===== config.mk =====
export PLATFORM = sky130hd
export DESIGN_NAME = adder_serial_nbit
export DESIGN_NICKNAME = d
export VERILOG_FILES = /design/src/rtl/adder_serial_nbit.sv
export SDC_FILE = /design/constraint.sdc
export NUM_CORES = 1
export LEC_CHECK = 0
export ABC_AREA = 1
export ABC_CLOCK_PERIOD_IN_PS = 1560
export BUFFER_PORTS_ARGS = -buffer_cell sky130_fd_sc_hd__buf_2
export CAP_MARGIN = 20
export CORE_AREA = 4 4 84 86
export CTS_CLUSTER_DIAMETER = 50
export DETAILED_ROUTE_END_ITERATION = 10
export DIE_AREA = 0 0 88 90
export HOLD_SLACK_MARGIN = 0.06
export PLACE_DENSITY = 0.56
export SLEW_MARGIN = 40
export SYNTH_ARGS = -nofsm -noshare
export SYNTH_HDL_FRONTEND = slang
export SYNTH_SLANG_ARGS = --single-unit
export TNS_END_PERCENT = 1

===== constraint.sdc =====
create_clock -name clock -period 1.56 [get_ports clock]
set_clock_uncertainty 0.1 [all_clocks]
set_input_delay 0.468 -clock clock [delete_from_list [all_inputs] [get_ports clock]]
set_output_delay 0.468 -clock clock [all_outputs]
set_load 0.005 [all_outputs]

===== src/rtl/adder_serial_nbit.sv =====
// Bit-serial WIDTH-bit adder/subtractor: one full-adder slice and a carry flop
// walk the operands LSB first, one bit per clock, under a start/busy/done handshake.
module adder_serial_nbit #(
  parameter int WIDTH = 8
) (
  input  logic             clock,
  input  logic             reset_n,
  input  logic             start,
  input  logic             mode_sub,
  input  logic             carry_in,
  input  logic [WIDTH-1:0] input_a,
  input  logic [WIDTH-1:0] input_b,
  output logic [WIDTH-1:0] sum,
  output logic             carry,
  output logic             overflow,
  output logic             busy,
  output logic             done
);

  localparam int CW = (WIDTH > 1) ? $clog2(WIDTH) : 1;
  localparam logic [CW-1:0] LAST = CW'(WIDTH - 1);

  typedef enum logic {IDLE, RUN} state_t;

  state_t           state_q, state_d;
  logic [CW-1:0]    cnt_q, cnt_d;
  logic [WIDTH-1:0] a_q, a_d;
  logic [WIDTH-1:0] b_q, b_d;
  logic [WIDTH-1:0] res_q, res_d;
  logic [WIDTH-1:0] sum_q, sum_d;
  logic             c_q, c_d;
  logic             carry_q, carry_d;
  logic             ovf_q, ovf_d;
  logic             done_q, done_d;
  logic             s_bit;
  logic             c_out;

  always_comb begin
    s_bit   = a_q[0] ^ b_q[0] ^ c_q;
    c_out   = (a_q[0] & b_q[0]) | (a_q[0] & c_q) | (b_q[0] & c_q);

    state_d = state_q;
    cnt_d   = cnt_q;
    a_d     = a_q;
    b_d     = b_q;
    c_d     = c_q;
    res_d   = res_q;
    sum_d   = sum_q;
    carry_d = carry_q;
    ovf_d   = ovf_q;
    done_d  = 1'b0;

    if (state_q == IDLE) begin
      if (start) begin
        // Subtraction is a + ~b + 1: invert b up front and preload the carry.
        a_d     = input_a;
        b_d     = input_b ^ {WIDTH{mode_sub}};
        c_d     = mode_sub ? 1'b1 : carry_in;
        cnt_d   = '0;
        state_d = RUN;
      end
    end else begin
      a_d             = a_q >> 1;
      b_d             = b_q >> 1;
      c_d             = c_out;
      res_d           = res_q >> 1;
      res_d[WIDTH-1]  = s_bit;
      cnt_d           = cnt_q + 1'b1;
      if (cnt_q == LAST) begin
        // c_q is still the carry into the MSB here, so overflow comes for free.
        sum_d   = res_d;
        carry_d = c_out;
        ovf_d   = c_q ^ c_out;
        done_d  = 1'b1;
        cnt_d   = '0;
        state_d = IDLE;
      end
    end
  end

  always_ff @(posedge clock or negedge reset_n) begin
    if (!reset_n) begin
      state_q <= IDLE;
      cnt_q   <= '0;
      a_q     <= '0;
      b_q     <= '0;
      c_q     <= 1'b0;
      res_q   <= '0;
      sum_q   <= '0;
      carry_q <= 1'b0;
      ovf_q   <= 1'b0;
      done_q  <= 1'b0;
    end else begin
      state_q <= state_d;
      cnt_q   <= cnt_d;
      a_q     <= a_d;
      b_q     <= b_d;
      c_q     <= c_d;
      res_q   <= res_d;
      sum_q   <= sum_d;
      carry_q <= carry_d;
      ovf_q   <= ovf_d;
      done_q  <= done_d;
    end
  end

  assign sum      = sum_q;
  assign carry    = carry_q;
  assign overflow = ovf_q;
  assign busy     = (state_q == RUN);
  assign done     = done_q;

endmodule


==> out/qor.yml <==
logic_synthesis:
  synth.area.top_cells: "dfrtp_1 (53%), nand2_1 (19%), inv_1 (5.3%)"
  syn_nets: 238
  syn_inst: 214
  synth_area_um2: 1830
  yosys.area.top_type: "dfrtp_1"
  avgSynthCellArea_um2: 8.53
  yosys_register_bits: 39
  yosysWarnings: 0
  synth_top_cell_area_share_pct: 53.5
  ys_types: 16
  ys_seq_area_share_pct: 53.5
floorplanning:
  start_util_pct: 29.1
  die_y_um: 90
  row_count: 29
  dieWidth_um: 88
  io_pins: 33
  die_area_um2: 7920
  core_area_um2: 6280
drt:
  met2WireLength_mm: 1.52
  num_vias: 1368
  viasPerCell: 4.13
  drtIter0Drc: 35
  wl_per_cell_um: 10.2
  wl_mm: 3.38
  top_layer: "met4"
  firstDrtPassIters: 4
  drc: 0
  wl_met3_um: 202
  ant_nets: 0
  wl_met1_mm: 1.58
grt:
  grt_pass1_vias: 1391
  grt_max_degree: 40
  grt_pass1_wl_mm: 6.12
  antenna_found_initial: 0
  grt-ovfl-total: 0
  grtUsageTotal_pct: 9.91
min_path:
  hold_path_class: "in -> reg"
layout:
  final_area_um2: 2210
  drive_gt1_share_pct: 24.4
  area_growth_syn_to_layout_pct: 21.2
  layout_common_cells: "nand2_1 (91), dfrtp_1 (38), buf_2 (32), inv_1 (26), nand3_1 (17)"
  nets: 277
  n_antenna_cell: 0
  final_common_cell: "nand2_1"
place:
  dp_hpwl_mm: 2.40
  post-place-ws_ns: 0.194
  gp_congestion: 0.712
  numPortBuffers: 32
  placed_area_um2: 2080
critical_path:
  cp_slowest_cell: "dfrtp_2"
  crit_type: "reg -> out"
  worstPathArrival_ns: 0.92
  path_max_fanout: 6
  crit_path_start_kind: "flop"
  cp_top_family: "flip-flops"
  critPathMaxStageDelay_ns: 0.48
  cp.required_ns: 0.99
  critPathCaptureType: "output pin"
  cp_cell_sequence: "buf_2"
  cp.buffers_inverters: 1
clocking:
  clkLatencyLatePin_ns: 0.29
  numCtsBuffers: 5
  clock-root-buffer: "clkbuf_8"
  cts_sinks: 39
  cts.clk_slew.worst_paths_ns: 0.08
  post_cts_buffers: 0
  tritoncts: "yes"
  clockBufferDepth: 2
  h-tree-depth: 2
run_status:
  outcome: "complete, no violations"
timing:
  relSlewSlack_pct: 84.2
  worstMarginPinSlew_ns: 0.237
  min_period_ns: 1.49
  slew_violations: 0
  setup_viol: 0
  worst_slack_ns: 0.0693
  post-route-period-util_pct: 95.6
  fmax_ghz: 0.671
  rsz0062_at_grt: "no"
  hold_viol: 0
  finalSetupTns_ns: 0
pwr:
  ir_drop_uv: 654
  finalPower_mw: 3.82
  power_density_nw_per_um2: 1730
  leakagePower_nw: 1.25
run:
  cap_violations: 0
## report_power, final
part / internal [mW] / switching [mW]
clock: 0.517 / 0.347
combinational: 0.582 / 0.749
sequential: 1.40 / 0.221
total: 2.50 / 1.32
## final timing paths
check	depth (start not counted)	to	from	slack, ns
worst max-delay path	1	busy	busy	0.07
worst min-delay path	3	a_q[7]	input_a[7]	0.27
worst max register to register	6	sum[7]	cnt_q[0]	0.19
worst min register to register	2	b_q[6]	b_q[6]	0.38
max in group asynchronous	3	busy	reset_n	0.59
min in group asynchronous	3	sum[4]	reset_n	0.57
## state kept, by name (all words and copies together) (netlist names)
signal	flops
busy	1
b_q	8
a_q	8
carry	1
overflow	1
cnt_q	3
sum	8
c_q	1
res_q	7
done	1
## per-stage QoR
| stage | util [%] | hold slack, ns | cells |
|---|---|---|---|
| finish | 35.3 | 0.270 | 331 |
| global route | 35.3 | 0.277 | 331 |
| CTS | 35.3 | 0.256 | 331 |
| detailed placement | 33.2 | 0.357 | 322 |
| global placement | 33.2 | 0.355 | 322 |
| floorplan | - | 0.0724 | 214 |
## cells in the mapped netlist
master    n
o21ai_0   7
inv_2     2
nand2_1  91
nor2_1    2
buf_2     3
nand2_4   1
nor2_8    1
a21oi_1   7
dfrtp_1  39
ha_1      2
o21ai_2   8
nor2_4    1
buf_6     6
nand3_1  17
inv_1    26
fa_1      1
## per-layer routing
layer	up-vias	track usage [%]
met5	-	0
met4	0	4.99
met3	7	2.83
met2	31	15.7
met1	601	12.1
li1	729	-
## area by class of cell
cell class	instances	area, um^2
clock inverter	2	35.0
timing repair buffer	41	255
multi-input combinational	138	662
sequential	39	977
clock buffer	6	82.6
fill	665	4060
tap	77	96.3
inverter	28	105
## logic make-up (layout without fill, tap and decap cells)
group	Yosys count	in the layout	synth area share, %
buf+inv	37	77	10.3
compound gates	22	22	7.68
flops	39	39	53.5
simple gates	113	113	26.1
fa+ha+maj	3	3	2.47
## timing repair
item	4_1_cts	5_1_grt
setup endpoints to repair	1	0
hold buffers	1	0
resized for setup	1	0
endpoints found under the hold margin	39	0
Note: power is estimated with default switching activity, not from simulation.
